### config.mk
export PLATFORM = sky130hd
export DESIGN_NAME = reg_alu_sequencer_flat
export DESIGN_NICKNAME = d
export VERILOG_FILES = /design/src/rtl/reg_alu_sequencer_if.sv /design/src/rtl/reg_alu_sequencer.sv /design/src/flat_wrapper.sv
export SDC_FILE = /design/constraint.sdc
export NUM_CORES = 1
export LEC_CHECK = 0
export BUFFER_PORTS_ARGS = -buffer_cell sky130_fd_sc_hd__buf_2
export CORE_ASPECT_RATIO = 0.7
export CORE_MARGIN = 3
export CORE_UTILIZATION = 25
export CTS_BUF_LIST = sky130_fd_sc_hd__clkbuf_8
export DETAILED_ROUTE_END_ITERATION = 16
export HOLD_SLACK_MARGIN = 0.03
export PLACE_DENSITY_LB_ADDON = 0.05
export SYNTH_ARGS = -nofsm -noshare
export SYNTH_HDL_FRONTEND = slang
export SYNTH_SLANG_ARGS = --single-unit
### constraint.sdc
create_clock -name clk -period 4.3 [get_ports clk]
set_clock_uncertainty 0.1 [all_clocks]
set_input_delay 1.29 -clock clk [delete_from_list [all_inputs] [get_ports clk]]
set_output_delay 1.29 -clock clk [all_outputs]
set_load 0.005 [all_outputs]
### src/rtl/reg_alu_sequencer_if.sv
// Operation request, register-file port and status bundle for reg_alu_sequencer.
interface reg_alu_sequencer_if #(
    parameter int unsigned N = 8,
    parameter int unsigned A = 3
);
    logic         start;
    logic         ready;
    logic [2:0]   op;
    logic [A-1:0] rd;
    logic [A-1:0] rs1;
    logic [A-1:0] rs2;
    logic [N-1:0] imm;
    logic [A-1:0] ra1;
    logic [A-1:0] ra2;
    logic [N-1:0] rd1;
    logic [N-1:0] rd2;
    logic [A-1:0] wa3;
    logic [N-1:0] wd3;
    logic         we3;
    logic [N-1:0] result;
    logic         flag_z;
    logic         flag_c;
    logic         flag_v;
    logic         done;

    modport master (
        output start, op, rd, rs1, rs2, imm, rd1, rd2,
        input  ready, ra1, ra2, wa3, wd3, we3, result, flag_z, flag_c, flag_v, done
    );

    modport slave (
        input  start, op, rd, rs1, rs2, imm, rd1, rd2,
        output ready, ra1, ra2, wa3, wd3, we3, result, flag_z, flag_c, flag_v, done
    );
endinterface

### src/rtl/reg_alu_sequencer.sv
// Four-state read/execute/write-back sequencer driving an external register file.
module reg_alu_sequencer #(
    parameter int unsigned N = 8,
    parameter int unsigned A = 3
) (
    input logic                clk,
    input logic                rst,
    reg_alu_sequencer_if.slave bus
);
    localparam int unsigned SW = (N > 1) ? $clog2(N) : 1;

    typedef enum logic [1:0] {IDLE, READ, EXEC, WB} state_t;

    state_t       state;
    logic [2:0]   op_q;
    logic [A-1:0] rd_q;
    logic [N-1:0] imm_q;
    logic [N-1:0] a_q;
    logic [N-1:0] b_q;
    logic         ready_q;
    logic [A-1:0] ra1_q;
    logic [A-1:0] ra2_q;
    logic [A-1:0] wa3_q;
    logic [N-1:0] wd3_q;
    logic         we3_q;
    logic         done_q;
    logic [N-1:0] result_q;
    logic         z_q;
    logic         c_q;
    logic         v_q;

    logic [N:0]    sum;
    logic [N:0]    diff;
    logic [SW-1:0] shamt;
    logic [N-1:0]  shr_tmp;
    logic [N-1:0]  alu_res;
    logic          alu_c;
    logic          alu_v;

    // ALU on the captured operands; only meaningful during EXEC
    always_comb begin
        sum     = {1'b0, a_q} + {1'b0, b_q};
        diff    = {1'b0, a_q} - {1'b0, b_q};
        shamt   = SW'(b_q % N);
        shr_tmp = a_q >> (shamt - SW'(1));
        alu_res = '0;
        alu_c   = 1'b0;
        alu_v   = 1'b0;
        case (op_q)
            3'b000: begin
                alu_res = sum[N-1:0];
                alu_c   = sum[N];
                alu_v   = (a_q[N-1] == b_q[N-1]) && (sum[N-1] != a_q[N-1]);
            end
            3'b001: begin
                alu_res = diff[N-1:0];
                alu_c   = diff[N];
                alu_v   = (a_q[N-1] != b_q[N-1]) && (diff[N-1] != a_q[N-1]);
            end
            3'b010: alu_res = a_q & b_q;
            3'b011: alu_res = a_q | b_q;
            3'b100: alu_res = a_q ^ b_q;
            3'b101: alu_res = N'($signed(a_q) < $signed(b_q));
            3'b110: alu_res = imm_q;
            default: begin
                alu_res = a_q >> shamt;
                alu_c   = (shamt != '0) && shr_tmp[0];
            end
        endcase
    end

    // Sequencer; read addresses are loaded on acceptance so they are valid throughout READ
    always_ff @(posedge clk) begin
        if (rst) begin
            state    <= IDLE;
            op_q     <= '0;
            rd_q     <= '0;
            imm_q    <= '0;
            a_q      <= '0;
            b_q      <= '0;
            ready_q  <= 1'b1;
            ra1_q    <= '0;
            ra2_q    <= '0;
            wa3_q    <= '0;
            wd3_q    <= '0;
            we3_q    <= 1'b0;
            done_q   <= 1'b0;
            result_q <= '0;
            z_q      <= 1'b0;
            c_q      <= 1'b0;
            v_q      <= 1'b0;
        end else begin
            case (state)
                IDLE: begin
                    if (bus.start) begin
                        op_q    <= bus.op;
                        rd_q    <= bus.rd;
                        imm_q   <= bus.imm;
                        ra1_q   <= bus.rs1;
                        ra2_q   <= bus.rs2;
                        ready_q <= 1'b0;
                        state   <= READ;
                    end
                end
                READ: begin
                    a_q   <= bus.rd1;
                    b_q   <= bus.rd2;
                    state <= EXEC;
                end
                EXEC: begin
                    result_q <= alu_res;
                    z_q      <= (alu_res == '0);
                    c_q      <= alu_c;
                    v_q      <= alu_v;
                    wa3_q    <= rd_q;
                    wd3_q    <= alu_res;
                    we3_q    <= 1'b1;
                    done_q   <= 1'b1;
                    state    <= WB;
                end
                default: begin
                    we3_q   <= 1'b0;
                    done_q  <= 1'b0;
                    ready_q <= 1'b1;
                    state   <= IDLE;
                end
            endcase
        end
    end

    assign bus.ready  = ready_q;
    assign bus.ra1    = ra1_q;
    assign bus.ra2    = ra2_q;
    assign bus.wa3    = wa3_q;
    assign bus.wd3    = wd3_q;
    // A reset arriving during WB must suppress the commit in that same cycle
    assign bus.we3    = we3_q && !rst;
    assign bus.done   = done_q && !rst;
    assign bus.result = result_q;
    assign bus.flag_z = z_q;
    assign bus.flag_c = c_q;
    assign bus.flag_v = v_q;
endmodule
### src/flat_wrapper.sv
// flat-port wrapper written by rule: the top's interface ports become plain ports
module reg_alu_sequencer_flat 
#(
    parameter int unsigned N = 8,
    parameter int unsigned A = 3
)
  (clk, rst, bus_start, bus_op, bus_rd, bus_rs1, bus_rs2, bus_imm, bus_rd1, bus_rd2, bus_ready, bus_ra1, bus_ra2, bus_wa3, bus_wd3, bus_we3, bus_result, bus_flag_z, bus_flag_c, bus_flag_v, bus_done);
  reg_alu_sequencer_if #(.N(N), .A(A)) bus_i ();
  input logic clk;
  input logic rst;
  input wire logic [$bits(bus_i.start)-1:0] bus_start;
  input wire logic [$bits(bus_i.op)-1:0] bus_op;
  input wire logic [$bits(bus_i.rd)-1:0] bus_rd;
  input wire logic [$bits(bus_i.rs1)-1:0] bus_rs1;
  input wire logic [$bits(bus_i.rs2)-1:0] bus_rs2;
  input wire logic [$bits(bus_i.imm)-1:0] bus_imm;
  input wire logic [$bits(bus_i.rd1)-1:0] bus_rd1;
  input wire logic [$bits(bus_i.rd2)-1:0] bus_rd2;
  output wire logic [$bits(bus_i.ready)-1:0] bus_ready;
  output wire logic [$bits(bus_i.ra1)-1:0] bus_ra1;
  output wire logic [$bits(bus_i.ra2)-1:0] bus_ra2;
  output wire logic [$bits(bus_i.wa3)-1:0] bus_wa3;
  output wire logic [$bits(bus_i.wd3)-1:0] bus_wd3;
  output wire logic [$bits(bus_i.we3)-1:0] bus_we3;
  output wire logic [$bits(bus_i.result)-1:0] bus_result;
  output wire logic [$bits(bus_i.flag_z)-1:0] bus_flag_z;
  output wire logic [$bits(bus_i.flag_c)-1:0] bus_flag_c;
  output wire logic [$bits(bus_i.flag_v)-1:0] bus_flag_v;
  output wire logic [$bits(bus_i.done)-1:0] bus_done;
  assign bus_i.start = bus_start;
  assign bus_i.op = bus_op;
  assign bus_i.rd = bus_rd;
  assign bus_i.rs1 = bus_rs1;
  assign bus_i.rs2 = bus_rs2;
  assign bus_i.imm = bus_imm;
  assign bus_i.rd1 = bus_rd1;
  assign bus_i.rd2 = bus_rd2;
  assign bus_ready = bus_i.ready;
  assign bus_ra1 = bus_i.ra1;
  assign bus_ra2 = bus_i.ra2;
  assign bus_wa3 = bus_i.wa3;
  assign bus_wd3 = bus_i.wd3;
  assign bus_we3 = bus_i.we3;
  assign bus_result = bus_i.result;
  assign bus_flag_z = bus_i.flag_z;
  assign bus_flag_c = bus_i.flag_c;
  assign bus_flag_v = bus_i.flag_v;
  assign bus_done = bus_i.done;
  reg_alu_sequencer #(.N(N), .A(A)) u_core (.clk(clk), .rst(rst), .bus(bus_i));
endmodule
==> results.tsv, run 1 <==
stage	metric	value	unit
drt	via_count	3302	
drt	via_per_inst	4.83	
synthesis	syn_inst	452	
worst_setup_path	start_kind	register	
pwr	clkPwrFrac	20.4	%
synthesis	netlist_top_cells_count	nand2_1 (55), dfxtp_1 (54), nor2_1 (48), a21oi_1 (36), ha_1 (32)	
floorplan	io_pins	70	
worst_setup_path	cp.required	4.38	ns
drt	drc_errors	0	
worst_setup_path	slowest_stage	dfxtp_1	
grt	grt_max_degree	56	
finish	drive_gt1_share	17.6	%
timing	period_share	72.5	%
worst_setup_path	crit_path_max_incr_delay	0.72	ns
synthesis	syn_nets	525	
pwr	swShare	38.7	%
hold_path	whs_path_depth	2	
pwr	pwr-share-comb	36.3	%
worst_setup_path	crit_path_cell_trace	inv_1, ha_1, or2_1, a221oi_1, o22ai_1, a221o_1, a21oi_1, nor3_1	
synthesis	synth_top_area_cell	dfxtp_1	
synthesis	yosysUniqueCellTypes	57	
timing	fin_setup_tns	0	ns
floorplan	fp.dieH	108	µm
grt	grt_pass1_wl	18500	µm
clock_network	ctsResizeCount	0	
worst_setup_path	reg2reg_slack	1.18	ns
floorplan	start_util	26.0	%
worst_setup_path	r2r_cells	8	
drt	first_pass_iters	4	
floorplan	dieWidth	151	µm
worst_setup_path	crit_fanout	12	
finish	fin_area	0.00419	mm²
finish	stdcell_count	684	
clock_network	clkLatencyLatePin	0.32	ns
timing	min_period	3.12	ns
timing	whs	0.354	ns
timing	grt_setup_unrepaired	no	
synthesis	ys_ff_latch	54	
flow_run	cap_viol_max_count	0	
drt	wl	11500	µm
pwr	p_leak	1.75	nW
pwr	pwr-share-seq	43.3	%
clock_network	clockBufferDepth	2	
synthesis	yosysWarnings	0	
grt	grt_overflow	0	
drt	wire_per_inst	16.8	µm
timing	fmax	321	MHz
floorplan	coreArea	0.0142	mm²
finish	area_delta_synth_final	13.7	%
clock_network	cts_buffers	5	
synthesis	synthFlopType	dfxtp_1	
finish	n_antenna_cell	0	
drt	ant_nets	0	
timing	setup_ws	1.18	ns
place	io_buffers	69	
drt	drt_iter0_drc	214	
synthesis	synth_edf_count	0	
synthesis	synth_top_area_share	29.3	%
timing	tightest_slew	1.11	ns
clock_network	cts.sinks	54	
place	place_hpwl	8750	µm
synthesis	ys_seq_area_share	29.3	%
synthesis	synth_area_leaders	dfxtp_1 (29%), ha_1 (11%), mux2i_1 (7.6%)	
place	placedCellCount	677	
pwr	power.density	343	mW/mm²
finish	final_nets	567	
synthesis	synthesis.area	0.00369	mm²
clock_network	cts_hold_buf	0	
clock_network	cts_setup_buffers	0	
hold_path	hp-class	register to register	
worst_setup_path	end_kind	register	
pwr	vdd_drop_max	0.118	mV
grt	grtUsageTotal	14.8	%
synthesis	synth_area_per_cell	8.16	µm²
floorplan	fp.dieArea	0.0163	mm²
timing	drv_slew	0	
pwr	p_switching	0.557	mW
place	gp_congestion	0.855	
worst_setup_path	cp.arrival	3.20	ns
clock_network	cts_tree	done	
clock_network	cts.htree.levels	2	
timing	hold_viol	0	
grt	antenna_found_initial	1	
synthesis	async_reset_ff_share	0	%
clock_network	path_clk_slew	0.11	ns
timing	worst_slew_margin_rel	26.3	%
place	place_area	0.00411	mm²
grt	grt_pass1_vias	3222	
pwr	intPower	0.883	mW
worst_setup_path	criticalPathCategory	register to register	
timing	setup_viol	0	
synthesis	synth_most_common_cell	nand2_1	
status	status	complete, no violations	
floorplan	core.rowCount	36	
place	place_ws	1.21	ns
clock_network	cts_root_buf	clkbuf_8	
through the flow:
stage               utilization [%]  total power, mW
floorplan                         -            0.996
global placement               29.0             1.16
detailed placement             29.0             1.16
CTS                            29.5             1.46
global route                   29.5             1.55
finish                         29.5             1.44
worst paths after layout:
check                                  from                              to
max reg2reg      u_core.b_q[1]$_SDFFE_PP0P_  u_core.bus.wd3[7]$_SDFFE_PP0P_
min          u_core.bus.ra2[1]$_SDFFE_PP0P_  u_core.bus.ra2[1]$_SDFFE_PP0P_
max              u_core.b_q[1]$_SDFFE_PP0P_  u_core.bus.wd3[7]$_SDFFE_PP0P_
min reg2reg  u_core.bus.ra2[1]$_SDFFE_PP0P_  u_core.bus.ra2[1]$_SDFFE_PP0P_
logic make-up (layout without fill, tap and decap cells):
kind of cell | after synthesis | count (layout) | share of synthesized area [%]
simple gates | 151 | 151 | 19.2
buf+inv | 64 | 106 | 7.77
fa+ha+maj | 34 | 34 | 11.9
flops | 54 | 54 | 29.3
compound gates | 104 | 104 | 18.2
mux | 41 | 41 | 12.7
xor+xnor | 4 | 4 | 0.950
routing by layer:
metal	vias to the layer above	share of wire, %	GRT usage (%)
li1	1650	-	-
met1	1541	56	24.0
met2	94	38	19.4
met3	15	5.4	2.74
met4	2	1.3	3.56
met5	-	0.061	0
final cells by class:
type                    instances  area (µm²)
clock buffers                   5        68.8
clock inverters                 2        11.3
fillers                      1552       10000
inverters                      26        97.6
multi-input cells             334        2320
flip-flops and latches         54        1080
well taps                     190         238
repair buffers                 73         375
layout by cell type (no fill, tap or decap), drive strengths merged, types with 12 or more instances in the layout:
master / instances
buf: 73
a21oi: 36
nand2: 55
dfxtp: 54
o21ai: 15
inv: 27
a211oi: 12
nor2: 48
ha: 32
mux2i: 29
critical path: cells and delay by family (launching register included):
| kind | cells | cell delay, ns |
|---|---|---|
| adder cells (fa/ha/maj) | 1 | 0.39 |
| flip-flops | 1 | 0.72 |
| AO/OA/AOI/OAI | 4 | 1.14 |
| buffers and inverters | 1 | 0.30 |
| AND/OR/NAND/NOR | 2 | 0.32 |
flip-flops by register name, indices dropped and copies added, names as in the netlist:
signal / cells
u_core.bus.ready: 1
u_core.b_q: 8
u_core.bus.ra1: 3
u_core.bus.ra2: 3
u_core.bus.wa3: 3
u_core.imm_q: 8
u_core.we3_q: 1
u_core.a_q: 8
u_core.bus.flag_c: 1
u_core.rd_q: 3
u_core.bus.wd3: 8
u_core.bus.flag_v: 1
u_core.op_q: 3
u_core.bus.flag_z: 1
u_core.state: 2
power groups by stage:
stage	logic, mW	clock network, mW	registers, mW
floorplan	0.396	0	0.599
global placement	0.527	0	0.633
CTS	0.524	0.313	0.624
global route	0.592	0.327	0.634
detailed placement	0.521	0	0.635
finish	0.522	0.294	0.623
No activity file was read; power rests on OpenSTA's default activity.
==> inputs of run 2 (changes only) <==
- clock period: 4.3 -> 2.56 ns (I/O delays scaled with it)
==> run 2 against run 1 <==
- core utilization is 2.8 points higher
- first-iteration DRC count decreased by 11%
- cell area increased by 9.4%
- hold slack gained 0.0061 ns
- worst setup slack got worse by 1.1 ns
- routed wire length rose by 5.6%
- critical path depth up 1
- critical path type unchanged
==> results.tsv, run 2 (synthesis gave the netlist of run 1 again) <==
stage	metric	value	unit
status	status	complete, no violations	
pwr	total_power	2.65	mW
floorplan	coreArea	0.0142	mm²
drt	drc_errors	0	
clock_network	cts_root_buf	clkbuf_8	
worst_setup_path	cp.arrival	2.63	ns
finish	mostFrequentLayoutCell	buf_2	
timing	min_period	2.46	ns
clock_network	cts.htree.levels	2	
worst_setup_path	worst-path-buf-inv	0	
finish	seq_area	0.00109	mm²
grt	grt_overflow	0	
place	placedCellCount	714	
worst_setup_path	crit_path_max_incr_delay	0.37	ns
timing	setup_viol	0	
drt	wl	12100	µm
clock_network	cts_tree	done	
clock_network	cts.sinks	54	
timing	whs	0.360	ns
drt	via_per_inst	4.78	
finish	area_delta_synth_final	24.3	%
drt	ant_nets	0	
floorplan	fp.dieH	108	µm
pwr	power.density	577	mW/mm²
finish	layout_common_cells	buf_2 (69), nand2_1 (54), dfxtp_1 (49)	
grt	grtUsageTotal	15.3	%
hold_path	hp-class	register to register	
timing	period_share	96.0	%
finish	multi_input_area	0.00239	mm²
flow_run	cap_viol_max_count	0	
floorplan	fp.dieArea	0.0163	mm²
drt	first_pass_iters	4	
pwr	vdd_drop_max	0.221	mV
worst_setup_path	crit_path_cell_trace	ha_1, fa_2, a21o_1, a21oi_2, o21ai_1, xor2_1, a211oi_2, and4_1, a31o_1	
clock_network	cts_buffers	5	
pwr	p_leak	1.95	nW
clock_network	clockBufferDepth	2	
worst_setup_path	crit_fanout	4	
timing	grt_setup_unrepaired	no	
worst_setup_path	start_kind	register	
place	place_hpwl	9380	µm
drt	wire_per_inst	16.7	µm
floorplan	core.rowCount	36	
timing	tightest_slew	0.817	ns
worst_setup_path	criticalPathCategory	register to register	
worst_setup_path	end_kind	register	
grt	grt_max_degree	55	
grt	grt_pass1_vias	3384	
worst_setup_path	slowest_stage	dfxtp_4	
timing	drv_slew	0	
floorplan	start_util	26.0	%
worst_setup_path	cp.required	2.73	ns
clock_network	cts_setup_buffers	0	
floorplan	io_pins	70	
worst_setup_path	critical_path.top_delay_family	compound AO/OA/AOI/OAI gates	
clock_network	clkLatencyLatePin	0.32	ns
floorplan	dieWidth	151	µm
grt	antenna_found_initial	0	
clock_network	path_clk_slew	0.11	ns
finish	stdcell_count	723	
finish	drive_gt1_share	27.8	%
finish	fill_cells	1553	
timing	hold_viol	0	
drt	via_count	3454	
finish	final_nets	604	
place	gp_congestion	0.875	
timing	fmax	407	MHz
place	io_buffers	69	
timing	worst_slew_margin_rel	45.5	%
clock_network	cts_hold_buf	0	
drt	drt_iter0_drc	191	
grt	grt_pass1_wl	19100	µm
-- run 2: cell types whose count changed in the layout (fill, tap and decap cells not counted), moves of 3 or more --
cell,previous run,this run
a211oi_2,0,4
dfxtp_1,54,49
dfxtp_2,0,3
a21oi_1,36,33
buf_4,4,40
a21oi_2,0,3
a211oi_1,12,8
-- run 2: metrics by stage --
stage	cell area, µm²	setup WS [ns]	utilization (%)	setup TNS (ns)
after global routing	4580	0.00807	32.3	0
after global placement	4400	-0.0108	31.0	-0.0108
final	4580	0.102	32.3	0
after floorplan	3690	0.0783	-	0
after CTS	4520	0.0217	31.8	0
after detailed placement	4400	-0.0609	31.0	-0.0768
-- run 2: final cells by class --
cell class              count  share of cell area [%]
diodes                      1                  0.0546
clock buffers               6                    1.80
clock inverters             2                   0.355
inverters                  26                    2.13
multi-input cells         334                    52.1
flip-flops and latches     54                    23.8
well taps                 190                    5.19
repair buffers            110                    14.5
-- run 2: worst min-delay path, stage by stage (launching register included) --
cell     delay, ns
dfxtp_1       0.32
nand2_1       0.05
a21oi_1       0.05
-- run 2: power breakdown --
group / internal [mW] / total (mW) / leakage (nW) / switching, mW
clock network: 0.224 / 0.556 / 0.0478 / 0.332
registers: 0.927 / 1.00 / 0.444 / 0.0730
logic: 0.483 / 1.09 / 1.46 / 0.608
-- run 2: what timing repair did --
item	CTS	global route
pin swaps	0	0
resized for setup	3	21
setup endpoints to repair	2	7
-- run 2: routing by layer --
metal | wire, µm | vias to the layer above | global-route usage (%)
met2 | 4720 | 81 | 21.1
met5 | 0 | - | 0
met1 | 6660 | 1632 | 23.6
met4 | 61 | 0 | 2.85
met3 | 666 | 5 | 4.00
li1 | - | 1736 | -
-- run 2: worst paths after layout --
check | depth (start not counted) | to | slack [ns] | startpoint
worst max register to register | 9 | u_core.bus.flag_z$_SDFFE_PP0P_ | 0.10 | u_core.b_q[0]$_SDFFE_PP0P_
worst min-delay path | 2 | u_core.rd_q[0]$_SDFFE_PP0P_ | 0.36 | u_core.rd_q[0]$_SDFFE_PP0P_
worst min register to register | 2 | u_core.rd_q[0]$_SDFFE_PP0P_ | 0.36 | u_core.rd_q[0]$_SDFFE_PP0P_
worst max-delay path | 9 | u_core.bus.flag_z$_SDFFE_PP0P_ | 0.10 | u_core.b_q[0]$_SDFFE_PP0P_
==> inputs of run 3 (changes only) <==
- CORE_ASPECT_RATIO: 0.7 -> 1.1
- GPL_ROUTABILITY_DRIVEN: unset -> 0
- PLACE_DENSITY_LB_ADDON: 0.05 -> unset
==> run 3 against run 2 <==
- power is 3.6% lower
- first-iteration DRC count is 84% higher
- critical path type unchanged
- largest power group unchanged
- routed wire length is 12% lower
- sequential power hardly changed
- highest routed layer unchanged
- final cell count is 2.2% lower
==> results.tsv, run 3 (synthesis gave the netlist of run 1 again) <==
stage	metric	value	unit
place	place_hpwl	8210	µm
worst_setup_path	end_kind	register	
timing	worst_slew_margin_rel	61.2	%
place	place_ws	-0.0466	ns
finish	n_antenna_cell	0	
timing	setup_ws	0.103	ns
drt	via_per_inst	4.90	
drt	via_count	3462	
place	io_buffers	69	
drt	route.met2.wl	5020	µm
grt	grtUsageTotal	12.9	%
finish	final_nets	591	
drt	met3_length	420	µm
status	status	complete, no violations	
worst_setup_path	cp.arrival	2.64	ns
clock_network	clockBufferDepth	2	
timing	tightest_slew	0.582	ns
timing	period_share	96.0	%
grt	grt_pass1_wl	17000	µm
timing	drv_slew	0	
floorplan	dieWidth	122	µm
floorplan	core.rowCount	45	
finish	area_delta_synth_final	20.9	%
place	place_area	0.00431	mm²
drt	first_pass_iters	5	
floorplan	start_util	26.1	%
drt	drt_iter0_drc	352	
finish	drive_gt1_share	24.5	%
timing	hold_viol	0	
worst_setup_path	cp.required	2.74	ns
drt	m1WireLength	4950	µm
grt	grt_overflow	0	
hold_path	hp-class	register to register	
drt	wl	10600	µm
clock_network	path_clk_slew	0.11	ns
worst_setup_path	start_kind	register	
clock_network	cts_buffers	5	
drt	dr.max_layer_used	met4	
pwr	power.density	572	mW/mm²
clock_network	cts.htree.levels	2	
drt	wire_per_inst	15.1	µm
clock_network	cts.sinks	54	
pwr	p_leak	1.89	nW
pwr	vdd_drop_max	0.292	mV
flow_run	cap_viol_max_count	0	
timing	fmax	407	MHz
timing	setup_viol	0	
clock_network	cts_tree	done	
finish	layout_common_cells	buf_2 (69), nand2_1 (55), dfxtp_1 (50)	
finish	fin_area	0.00446	mm²
grt	grt_pass1_vias	3260	
clock_network	cts_hold_buf	0	
drt	drc_errors	0	
grt	antenna_found_initial	0	
worst_setup_path	criticalPathCategory	register to register	
floorplan	fp.dieArea	0.0162	mm²
floorplan	fp.dieH	133	µm
clock_network	cts_root_buf	clkbuf_8	
worst_setup_path	crit_fanout	6	
drt	ant_nets	0	
timing	fin_setup_tns	0	ns
floorplan	io_pins	70	
grt	grt_max_degree	55	
clock_network	clkLatencyLatePin	0.33	ns
timing	min_period	2.46	ns
floorplan	coreArea	0.0141	mm²
finish	mostFrequentLayoutCell	buf_2	
-- run 3: cell count changes in the layout (fill, tap and decap cells not counted), moves of 2 or more --
cell,previous run,this run
a211oi_1,8,10
o21ai_1,2,4
clkinv_4,0,2
a21oi_2,3,1
buf_4,40,26
a21oi_1,33,35
a211oi_2,4,2
dfxtp_4,2,0
-- run 3: layout make-up --
type                            instances  area [µm²]
Fill cell                            1477        9670
Multi-Input combinational cell        334        2360
Sequential cell                        54        1090
Timing Repair Buffer                   97         581
Tap cell                              188         235
Inverter                               26        97.6
Clock buffer                            5        68.8
Clock inverter                          3        28.8
-- run 3: path summary, 6_finish.rpt --
kind                                        from                              to  slack, ns  cells past startpoint
setup reg to reg      u_core.b_q[1]$_SDFFE_PP0P_  u_core.bus.flag_z$_SDFFE_PP0P_       0.10                      8
hold / removal    u_core.bus.ra2[0]$_SDFFE_PP0P_  u_core.bus.ra2[0]$_SDFFE_PP0P_       0.36                      2
setup / recovery      u_core.b_q[1]$_SDFFE_PP0P_  u_core.bus.flag_z$_SDFFE_PP0P_       0.10                      8
hold reg to reg   u_core.bus.ra2[0]$_SDFFE_PP0P_  u_core.bus.ra2[0]$_SDFFE_PP0P_       0.36                      2
-- run 3: per-layer routing --
layer	GRT usage, %	up-vias
met3	1.44	18
li1	-	1702
met5	0	-
met1	17.0	1643
met2	21.6	99
met4	4.92	0
-- run 3: per-stage QoR --
step / util, % / power [mW] / cells / hold WS (ns)
2_1_floorplan: - / 1.67 / 452 / 0.334
3_3_place_gp: 30.5 / 1.98 / 699 / 0.340
3_5_place_dp: 30.5 / 2.00 / 699 / 0.349
4_1_cts: 31.3 / 2.54 / 707 / 0.365
5_1_grt: 31.6 / 2.73 / 707 / 0.380
6_report: 31.6 / 2.55 / 707 / 0.365
-- run 3: where the power goes --
group	internal, mW	switching (mW)	total, mW
clock network	0.204	0.330	0.534
registers	0.927	0.0708	0.998
logic	0.453	0.567	1.02
total	1.58	0.968	2.55
-- run 3: timing repair --
action,in CTS,in global routing
gates cloned,0,0
buffers inserted,0,0
pin swaps,0,3
setup endpoints to repair,2,6
gates resized for setup,1,15
-- run 3: worst max-delay path, cell delays in order (launching register included) --
cell and delay, ns:
dfxtp_2 0.38, inv_2 0.09, ha_1 0.34, a21o_1 0.20
a22o_1 0.24, o41a_1 0.37, a221o_1 0.31, a21oi_1 0.23
a31o_1 0.17
